[src/rtl/lcd_seq_loader.sv]
// lcd_seq_loader
// Power-up and message sequencer feeding the LCD command/data FIFO.
// Emits the four HD44780 init commands (0x38, 0x0C, 0x01, 0x06), then
// MSG_LEN characters read from an external message source, then parks in
// DONE until the next start.
//
// Optional build macro: LCD_LINE2_EN
//   When defined and MSG_LEN > LINE_LEN, a set-DDRAM-address command (0xC0)
//   is inserted after character LINE_LEN-1 so the text wraps onto line 2.
//   When undefined, characters are emitted contiguously and LINE_LEN is
//   ignored.
//
// FIFO handshake: fifo_full is an almost-full flag sampled at each rising
// edge. When it is low at an edge, one entry is registered onto
// data_out/rs_out with wr_en high for exactly that cycle and the sequence
// advances. When it is high, wr_en drops and the pending entry, index and
// state all hold. The FIFO absorbs the single write issued in the cycle
// where full rises.
//
// dbg_state exposes the FSM state for checkers.

module lcd_seq_loader #(
    parameter int DATA_W   = 8,
    parameter int MSG_LEN  = 13,
    parameter int LINE_LEN = 16,
    parameter int IDX_W    = 6
) (
    input  logic              clk,
    input  logic              rst,
    input  logic              start,
    input  logic              fifo_full,
    input  logic [DATA_W-1:0] msg_data,
    output logic [IDX_W-1:0]  msg_addr,
    output logic [DATA_W-1:0] data_out,
    output logic              rs_out,
    output logic              wr_en,
    output logic              busy,
    output logic              done,
    output logic [2:0]        dbg_state
);

    typedef enum logic [2:0] {
        S_IDLE  = 3'd0,
        S_INIT  = 3'd1,
        S_MSG   = 3'd2,
        S_LINE2 = 3'd3,
        S_DONE  = 3'd4
    } state_t;

`ifdef LCD_LINE2_EN
    localparam bit LINE2_BUILD = 1'b1;
`else
    localparam bit LINE2_BUILD = 1'b0;
`endif

    // The line break only exists when the message actually spills past line 1.
    localparam bit DO_SPLIT = LINE2_BUILD && (MSG_LEN > LINE_LEN);

    localparam logic [IDX_W-1:0] IDX_INIT_LAST = IDX_W'(3);
    localparam logic [IDX_W-1:0] IDX_MSG_END   = IDX_W'(MSG_LEN);
    localparam logic [IDX_W-1:0] IDX_MSG_LAST  = IDX_W'(MSG_LEN - 1);
    localparam logic [IDX_W-1:0] IDX_LINE_LAST = IDX_W'(LINE_LEN - 1);
    localparam logic [IDX_W-1:0] IDX_LINE2     = IDX_W'(LINE_LEN);

    localparam logic [DATA_W-1:0] CMD_FUNC_SET = DATA_W'(8'h38);
    localparam logic [DATA_W-1:0] CMD_DISP_ON  = DATA_W'(8'h0C);
    localparam logic [DATA_W-1:0] CMD_CLEAR    = DATA_W'(8'h01);
    localparam logic [DATA_W-1:0] CMD_ENTRY    = DATA_W'(8'h06);
    localparam logic [DATA_W-1:0] CMD_LINE2    = DATA_W'(8'hC0);

    state_t              r_state;
    logic [IDX_W-1:0]    r_idx;
    logic [DATA_W-1:0]   r_data;
    logic                r_rs;
    logic                r_wr;

    state_t              w_state_nxt;
    logic [IDX_W-1:0]    w_idx_nxt;
    logic [DATA_W-1:0]   w_data_nxt;
    logic                w_rs_nxt;
    logic                w_wr_nxt;
    logic [DATA_W-1:0]   w_init_cmd;

    // Select the init command addressed by the index while in INIT.
    always_comb begin
        w_init_cmd = CMD_FUNC_SET;
        case (r_idx[1:0])
            2'd0:    w_init_cmd = CMD_FUNC_SET;
            2'd1:    w_init_cmd = CMD_DISP_ON;
            2'd2:    w_init_cmd = CMD_CLEAR;
            default: w_init_cmd = CMD_ENTRY;
        endcase
    end

    // Next-state and next-output logic; every path holds unless it emits.
    always_comb begin
        w_state_nxt = r_state;
        w_idx_nxt   = r_idx;
        w_data_nxt  = r_data;
        w_rs_nxt    = r_rs;
        w_wr_nxt    = 1'b0;
        case (r_state)
            S_IDLE, S_DONE: begin
                if (start) begin
                    w_state_nxt = S_INIT;
                    w_idx_nxt   = '0;
                end
            end
            S_INIT: begin
                if (!fifo_full) begin
                    w_data_nxt = w_init_cmd;
                    w_rs_nxt   = 1'b0;
                    w_wr_nxt   = 1'b1;
                    if (r_idx == IDX_INIT_LAST) begin
                        w_state_nxt = S_MSG;
                        w_idx_nxt   = '0;
                    end else begin
                        w_idx_nxt = r_idx + IDX_W'(1);
                    end
                end
            end
            S_MSG: begin
                // Index past the last character: the last write has gone
                // out on the previous edge, so close the sequence.
                if (r_idx == IDX_MSG_END) begin
                    w_state_nxt = S_DONE;
                end else if (!fifo_full) begin
                    w_data_nxt = msg_data;
                    w_rs_nxt   = 1'b1;
                    w_wr_nxt   = 1'b1;
                    if (DO_SPLIT && (r_idx == IDX_LINE_LAST)) begin
                        w_state_nxt = S_LINE2;
                        w_idx_nxt   = IDX_LINE2;
                    end else begin
                        w_idx_nxt = r_idx + IDX_W'(1);
                    end
                end
            end
`ifdef LCD_LINE2_EN
            S_LINE2: begin
                // Index already points at the first line-2 character.
                if (!fifo_full) begin
                    w_data_nxt  = CMD_LINE2;
                    w_rs_nxt    = 1'b0;
                    w_wr_nxt    = 1'b1;
                    w_state_nxt = S_MSG;
                end
            end
`endif
            default: begin
                w_state_nxt = S_IDLE;
                w_idx_nxt   = '0;
            end
        endcase
    end

    // State, index and the registered FIFO write port.
    always_ff @(posedge clk or negedge rst) begin
        if (!rst) begin
            r_state <= S_IDLE;
            r_idx   <= '0;
            r_data  <= '0;
            r_rs    <= 1'b0;
            r_wr    <= 1'b0;
        end else begin
            r_state <= w_state_nxt;
            r_idx   <= w_idx_nxt;
            r_data  <= w_data_nxt;
            r_rs    <= w_rs_nxt;
            r_wr    <= w_wr_nxt;
        end
    end

    // Message address follows the index while characters are being fetched;
    // clamped so it never leaves 0..MSG_LEN-1.
    always_comb begin
        msg_addr = '0;
        if ((r_state == S_MSG) || (r_state == S_LINE2)) begin
            if (r_idx >= IDX_MSG_END) begin
                msg_addr = IDX_MSG_LAST;
            end else begin
                msg_addr = r_idx;
            end
        end
    end

    assign data_out  = r_data;
    assign rs_out    = r_rs;
    assign wr_en     = r_wr;
    assign busy      = (r_state == S_INIT) || (r_state == S_MSG) || (r_state == S_LINE2);
    assign done      = (r_state == S_DONE);
    assign dbg_state = r_state;

endmodule

[config.mk]
export PLATFORM = sky130hd
export DESIGN_NAME = lcd_seq_loader
export DESIGN_NICKNAME = d
export VERILOG_FILES = /design/src/rtl/lcd_seq_loader.sv
export SDC_FILE = /design/constraint.sdc
export NUM_CORES = 1
export LEC_CHECK = 0
export BUFFER_PORTS_ARGS = -buffer_cell sky130_fd_sc_hd__buf_2
export CORE_MARGIN = 4
export CORE_UTILIZATION = 56
export DETAILED_ROUTE_END_ITERATION = 16
export GPL_TIMING_DRIVEN = 0
export PLACE_DENSITY = 0.87
export SLEW_MARGIN = 20
export SYNTH_ARGS = -nofsm -noshare
export SYNTH_HDL_FRONTEND = slang
export SYNTH_SLANG_ARGS = --single-unit
export TNS_END_PERCENT = 5
[constraint.sdc]
create_clock -name clk -period 4.82 [get_ports clk]
set_input_delay 0.241 -clock clk [delete_from_list [all_inputs] [get_ports clk]]
set_output_delay 0.241 -clock clk [all_outputs]
set_load 0.02 [all_outputs]
Word-level counts from Yosys, hierarchy flattened
Index checks and enable logic that the tools add are counted.
- register bits: 19
- input bits: 12
- output and inout port bits: 21
- word-level logic and storage cells: 56
- add/sub/neg operators: 1
- magnitude comparators: 1
- equality and inequality tests: 14
- muxes and demuxes: 25
- reduce and logical (&&, ||, !) cells: 10
- operators by type and width (cell ; count):
    two-way mux 6 bit ; 7
    case mux 6 bit (3 select lines) ; 2
    two-way mux 8 bit ; 3
    case mux 8 bit (2 select lines) ; 1
    two-way mux 3 bit ; 4
    inequality test 2 bit, second input constant ; 6
    AND reduction 4 bit ; 3
    case mux 3 bit (3 select lines) ; 1
    adder 6 x 1 -> 6 bit, second input constant ; 1
    == test 3 x 2 -> 1 bit, second input constant ; 2
    == test 6 x 2 -> 1 bit, second input constant ; 1
    == test 6 x 4 -> 1 bit, second input constant ; 1
    >= comparator 6 x 4 -> 1 bit, second input constant ; 1
    two-way mux 1 bit ; 5
    case mux 1 bit (2 select lines) ; 2
    == test 3 x 1 -> 1 bit, second input constant ; 1
    == test 3 bit, second input constant ; 1
    logical NOT 3 bit ; 1
    logical OR 1 bit ; 3
    == test 2 x 1 -> 1 bit, second input constant ; 1
    == test 2 bit, second input constant ; 1
    logical NOT 2 bit ; 1
    nonzero test 2 bit ; 1
    OR reduction 2 bit ; 1

Longest topological paths before layout
Gate-level depths: netlist (run 1).
- word-level depth: 4
- depth in mapped cells: 7
- mapped depth without buffers: 7

Worst setup path before layout (run 1)
Ideal clock, no wire load.
- path kind: register -> register
- start point: register r_state[0] (netlist: dbg_state[0])
- end point: register r_data[0] (netlist: data_out[0])
- setup time: 0.125 ns
- data arrival time: 1.640 ns
- data required time: 4.695 ns
- path slack: 3.055 ns
- cell stages (with the launch flop): 7
- buffers on the path: 1
- clock period less this slack: 1.765 ns
- cells stage by stage: dfrtp_1 buf_6 and2b_2 o31ai_2 a211o_2 inv_6 mux2_4
- cells in the longest elaborated chain, start to end: 3
- elaborated cells between the ends (all ways): 8
- classes of those cells: eq/ne (5); mux (1); reduce/logical (2)
- ends and longest elaborated chain (element ; line ; RTL):
    start, declared ; 71 ; state_t r_state;
    start signal, assigned ; 166 ; r_state <= w_state_nxt;
    == test 3 x 2 -> 1 bit / == test 3 x 1 -> 1 bit (equally long branches) ; 102 ; case (r_state)
    inequality test 2 bit (no source line) / nonzero test 2 bit (equally long branches) ; n/a ;
    AND reduction 4 bit (no source line) ; n/a ;
    end signal, assigned ; 168 ; r_data <= w_data_nxt;
    end, declared ; 73 ; logic [DATA_W-1:0] r_data;
Parallel ways exist; a longest one is shown, timed or not.
A chain may end at the register's enable or synchronous reset.

Worst setup path in the final report (run 1)
- start point: register r_idx[0]
- end point: output port msg_addr[0]
- cells in the longest elaborated chain, start to end: 3
- ends and longest elaborated chain (element ; line ; RTL):
    start, declared ; 72 ; logic [IDX_W-1:0] r_idx;
    start signal, assigned ; 167 ; r_idx <= w_idx_nxt;
    >= comparator 6 x 4 -> 1 bit ; 179 ; if (r_idx >= IDX_MSG_END) begin
    two-way mux 6 bit (*) ; 179 ;
    two-way mux 6 bit (*) ; 178 ; if ((r_state == S_MSG) || (r_state == S_LINE2)) begin
    end, declared ; 33 ; output logic [IDX_W-1:0] msg_addr,
Mark *: on every way between the ends. The rest lies on a longest branch, timed or not.

==> flow_summary.toml, run 1 <==
[power]
ir_drop_uv = 291
p_per_area_nw_per_um2 = 534
leakage_nw = 0.712
finalPower_mw = 0.786

[sta]
slew_headroom_pct = 66.2
max_freq_mhz = 460
tns_ns = 0
drv_slew = 0
timing.final.crit_share_pct = 45.1
tightest_slew_ns = 0.504
finalSetupViolCount = 0
rsz0062_at_grt = "no"
clock_skew_ns = 0.00792
finalHoldViolations = 0
min_period_ns = 2.17

[synth]
synth.largest_area_cell = "dfrtp_1"
synth_edf_count = 0
synth_top_area_share_pct = 38.1
synth_area_leaders = "dfrtp_1 38%, mux2i_1 7.2%, mux2_4 4.8%"
yosysWarnings = 0
syn-cell-area_um2 = 1250
ys_seq_elements = 19
synthCells = 121
avgSynthCellArea_um2 = 10.3
synth_cell_types = 41
async_flop_share_pct = 100
ys_seq_area_share_pct = 38.1
ys.flop_type = "dfrtp_1"

[placed_design]
numPortBuffers = 30
place_congestion = 0.844
place_area_um2 = 1440
dp_hpwl_um = 2050

[hold_path]
hold_path_class = "input port to flop"

[layout]
fin_nets = 174
drive_above_1_share_pct = 40.1
multiInputGateArea_um2 = 677
final_cell_mix = "33 x buf_2, 19 x dfrtp_1, 10 x inv_1"
n_fill_cell = 159
area_growth_pct = 18.1
diodes = 0
finish.instance_area_um2 = 1470
regArea_um2 = 475
final_common_cell = "buf_2"

[cts]
cts_tree = "yes"
holdBufCountCts = 1
root_buffer = "clkbuf_4"
post_cts_buffers = 0
cts_buffers = 3
cts_resized = 0
htreeDepth = 1
clkTransAtPathRegs_ns = 0.12
cts.sinks = 19
clock_latency_ns = 0.31
clockBufferDepth = 2

[routing]
first_pass_iters = 4
postRouteAntennaNets = 0
vias = 1043
drt_iter0_drc = 16
wirelength_um = 2670
wire_per_inst_um = 14.5
drc = 0
viasPerCell = 5.67

[grt]
grt_max_degree = 20
grt_usage_pct = 19.8
grt-ovfl-total = 0
grt_pass1_vias = 944
antenna_found_initial = 0
grt_pass1_wl_um = 4240

[critical_path]
worstSetupStartpointType = "flop"
crit_type = "flop to primary output"
required_ns = 4.58
crit_arrival_ns = 1.93
path_max_fanout = 5
worstSetupEndpointType = "primary output"

[run]
drv_cap = 0

[floorplanning]
rows = 16
fp.dieArea_um2 = 3050
fp.dieW_um = 55.2
initial_core_util_pct = 61.1
pin_count = 33
die_h_um = 55.2
core_um2 = 2040

[outcome]
outcome = "finished, final reports clean"
-- cell usage after synthesis, drive strengths merged (3+ instances only) --
master  count
dfrtp      19
nor3        4
o21ai       6
nand2       3
o21bai      3
inv        11
a21oi       8
ha          4
nor2        9
mux2i       9
buf         7
nand3       3
mux2        7
a211oi      3
-- critical path, cell delays in order, from the launching register on --
cell and delay [ns]:
dfrtp_1 0.45, inv_1 0.18, ha_1 0.25, a21oi_1 0.09
nor4_1 0.30, and2_1 0.19, buf_2 0.16
-- registers in the layout, indices dropped and copies added, names as in the netlist --
| signal | cells |
|---|---|
| r_idx | 6 |
| data_out | 8 |
| dbg_state | 3 |
| rs_out | 1 |
| wr_en | 1 |
-- final timing paths --
check | startpoint | endpoint | slack (ns) | cells after the start
setup / recovery | r_idx[0] | msg_addr[0] | 2.65 | 6
hold / removal | msg_data[6] | data_out[6] | 0.16 | 2
setup reg to reg | r_idx[1] | data_out[4] | 2.90 | 7
hold reg to reg | data_out[6] | data_out[6] | 0.52 | 1
max in group asynchronous | rst | dbg_state[1] | 4.14 | 2
min in group asynchronous | rst | r_idx[3] | 0.38 | 2
-- cell families (layout without fill, tap and decap cells) --
family	Yosys count	in the layout	synth area share, %
and+or+nand+nor	30	30	14.2
other	1	2	0.301
AOI/OAI and AO/OA	33	33	20.7
muxes	16	16	14.7
DFF	19	19	38.1
buffers and inverters	18	53	7.92
adders and majority gates	4	4	4.01
-- cell type report --
type | instances | share of cell area, %
multi-input cells | 85 | 46.0
well taps | 27 | 2.29
flip-flops and latches | 19 | 32.3
repair buffers | 31 | 10.9
plain buffers | 7 | 3.57
clock inverters | 1 | 0.340
clock buffers | 3 | 1.53
inverters | 11 | 3.14
-- layer usage --
layer | vias up | GRT usage [%] | wire length [um]
li1 | 508 | - | -
met1 | 504 | 27.1 | 1180
met2 | 26 | 31.5 | 1350
met3 | 5 | 3.22 | 109
met4 | 0 | 7.29 | 39
met5 | - | 0 | 0
-- power by group --
group          total (mW)  internal, mW  switching, mW
sequential          0.255         0.210         0.0454
clock              0.0849        0.0311         0.0538
combinational       0.446         0.189          0.257
-- per-stage QoR --
stage	util, %	hold WS [ns]	worst slack [ns]	std cells
3_5_place_dp	70.3	0.204	2.93	179
2_1_floorplan	-	-0.0546	3.05	122
3_3_place_gp	70.3	0.200	2.98	179
6_report	72.1	0.163	2.65	184
4_1_cts	72.1	0.164	2.67	184
5_1_grt	72.1	0.188	2.51	184
No activity file was read; power rests on OpenSTA's default activity.
==> run 2: changes to the inputs <==
ABC_AREA = 1   (was not set)
CORE_UTILIZATION = 52   (was 56)
PLACE_DENSITY = 0.81   (was 0.87)
clock period = 2.05 ns   (was 4.82 ns; I/O delays follow)
==> run 2 against run 1 <==
  * Sequential share of layout area is 1.3 points lower
  * Via count is 16% higher
  * Register-to-register slack worse by 2.5 ns
  * Clock skew is 0.0035 ns higher
  * Clock power is 140% higher
  * Combinational power is 140% higher
  * Critical path depth is 1 lower
  * Cell area is 4.2% higher
  * Critical endpoint unchanged
  * Largest cell class unchanged
==> flow_summary.toml, run 2 <==
[cts]
cts.sinks = 19
clock_latency_ns = 0.31
cts_buffers = 3
cts_tree = "yes"
clockBufferDepth = 2
clkTransAtPathRegs_ns = 0.12
post_cts_buffers = 0
root_buffer = "clkbuf_4"
htreeDepth = 1

[power]
pwr-share-comb_pct = 57.6
p_per_area_nw_per_um2 = 1230
clkPwrFrac_pct = 10.6
p_int_mw = 0.934
seqPwrFrac_pct = 31.8
ir_drop_uv = 995
leakage_nw = 0.853
switchingPower_mw = 0.951
switching_share_pct = 50.5

[sta]
setup_slack_ns = 0.172
finalSetupViolCount = 0
timing.final.crit_share_pct = 91.6
hold_slack_ns = 0.00939
clock_skew_ns = 0.0114
max_freq_mhz = 532
rsz0062_at_grt = "no"
min_period_ns = 1.88
tns_ns = 0
finalHoldViolations = 0
drv_slew = 0

[grt]
grt_pass1_wl_um = 5270
grt_usage_pct = 20.1
grt_max_degree = 20
antenna_found_initial = 0
grt_pass1_vias = 1267
grt-ovfl-total = 0

[layout]
diodes = 0
drive_above_1_share_pct = 32.8
largest_register_ffs = 8
n_fill_cell = 197
regArea_um2 = 475
final_cell_mix = "62 x nand2_1, 30 x buf_2, 19 x dfrtp_1"
finish.instance_area_um2 = 1540
final_common_cell = "nand2_1"
area_growth_pct = 18.2
fin_nets = 221
multiInputGateArea_um2 = 709

[routing]
wire_per_inst_um = 12.9
viasPerCell = 5.22
dr.max_layer_used = "met4"
drt_iter0_drc = 28
postRouteAntennaNets = 0
vias = 1210
drc = 0
wirelength_um = 2990
dr_wl_met2_um = 1460
wl_met1_um = 1260
first_pass_iters = 4
routed-wl-met3_um = 210

[synth]
syn-cell-area_um2 = 1300
synth_edf_count = 0
synthCells = 167
ys.flop_type = "dfrtp_1"
ys_seq_area_share_pct = 36.6
yosysWarnings = 0
synth_common_cells = "62 x nand2_1, 19 x dfrtp_1, 12 x inv_1, 11 x nand3_2, 8 x nand3_1"
synth_top_area_share_pct = 36.6
synth.largest_area_cell = "dfrtp_1"
synth_area_leaders = "dfrtp_1 37%, nand2_1 18%, nand3_2 8.5%"
async_flop_share_pct = 100
ys_seq_elements = 19
synth.most_common_cell = "nand2_1"
synth_cell_types = 26
avgSynthCellArea_um2 = 7.78

[floorplanning]
rows = 17
pin_count = 33
fp.dieArea_um2 = 3360
fp.dieW_um = 58.0
die_h_um = 58.0
initial_core_util_pct = 56.5
core_um2 = 2300

[critical_path]
worstSetupEndpointType = "primary output"
crit_arrival_ns = 1.78
worstSetupStartpointType = "flop"
required_ns = 1.95
path_max_fanout = 9
crit_type = "flop to primary output"

[placed_design]
place_congestion = 0.896
pre_cts_slack_ns = 0.468
place_area_um2 = 1490
dp_hpwl_um = 2300
numPortBuffers = 30

[hold_path]
hold_path_class = "input port to flop"

[run]
drv_cap = 0

[outcome]
outcome = "finished, final reports clean"
==> run 2: changes by cell type after synthesis, sizes merged, moves of 3 or more <==
| cell | change |
|---|---|
| nand2 | +65 |
| nand3 | +17 |
| mux2i | -9 |
| mux2 | -7 |
| inv | +6 |
| nand4 | +4 |
| o21ai | +4 |
| a211oi | -3 |
| o21bai | -3 |
==> run 2: through the flow <==
| step | util [%] | std cells | power, mW |
|---|---|---|---|
| 2_1_floorplan | - | 168 | 1.40 |
| 3_3_place_gp | 64.8 | 226 | 1.65 |
| 3_5_place_dp | 64.8 | 226 | 1.69 |
| 4_1_cts | 66.8 | 232 | 1.90 |
| 5_1_grt | 66.8 | 232 | 2.05 |
| 6_report | 66.8 | 232 | 1.88 |
==> run 2: kinds of logic (layout without fill, tap and decap cells) <==
group	Yosys count	after routing	share of synthesized area [%]
xor gates and xnor gates	1	1	0.674
adders and majority gates	4	4	3.85
other	1	2	0.289
AOI/OAI and AO/OA	17	17	7.61
and+or+nand+nor	103	103	41.9
buffers and inverters	22	58	9.05
DFF	19	19	36.6
==> run 2: routing by layer <==
layer	track usage, %	vias to the layer above
met1	23.2	553
met4	7.95	0
met2	36.3	43
met3	3.56	7
li1	-	607
met5	0	-
==> run 2: area by class of cell <==
cell class	instances	share of cell area [%]
Timing Repair Buffer	32	11.1
Clock buffer	3	1.47
Buffer	5	3.18
Tap cell	28	2.28
Inverter	17	4.48
Clock inverter	1	0.326
Multi-Input combinational cell	127	46.2
Sequential cell	19	31.0
==> run 2: worst paths after layout <==
check                      depth (start not counted)           to   startpoint  slack [ns]
min in group asynchronous                          2  data_out[4]          rst        0.25
max in group asynchronous                          2     r_idx[3]          rst        1.48
setup reg to reg                                   9  data_out[3]     r_idx[1]        0.43
setup / recovery                                   5  msg_addr[0]     r_idx[0]        0.17
hold / removal                                     3  data_out[6]  msg_data[6]       0.009
hold reg to reg                                    2  data_out[7]  data_out[7]        0.52
==> run 2: critical path, cell delays in order (launching register included) <==
cell,delay [ns]
dfrtp_1,0.55
inv_1,0.16
ha_1,0.26
o211ai_1,0.26
nor3_1,0.07
buf_2,0.16
==> run 2: what timing repair did <==
action,4_1_cts,5_1_grt
hold buffers,2,0
hold endpoints to repair,20,0
resized for setup,0,0
==> run 2: power by group through the flow <==
stage / combinational (mW) / clock, mW / sequential [mW]
floorplan: 0.682 / 0 / 0.716
detailed placement: 1.09 / 0 / 0.609
global placement: 1.06 / 0 / 0.595
finish: 1.09 / 0.200 / 0.599
CTS: 1.09 / 0.204 / 0.599
global route: 1.21 / 0.224 / 0.616
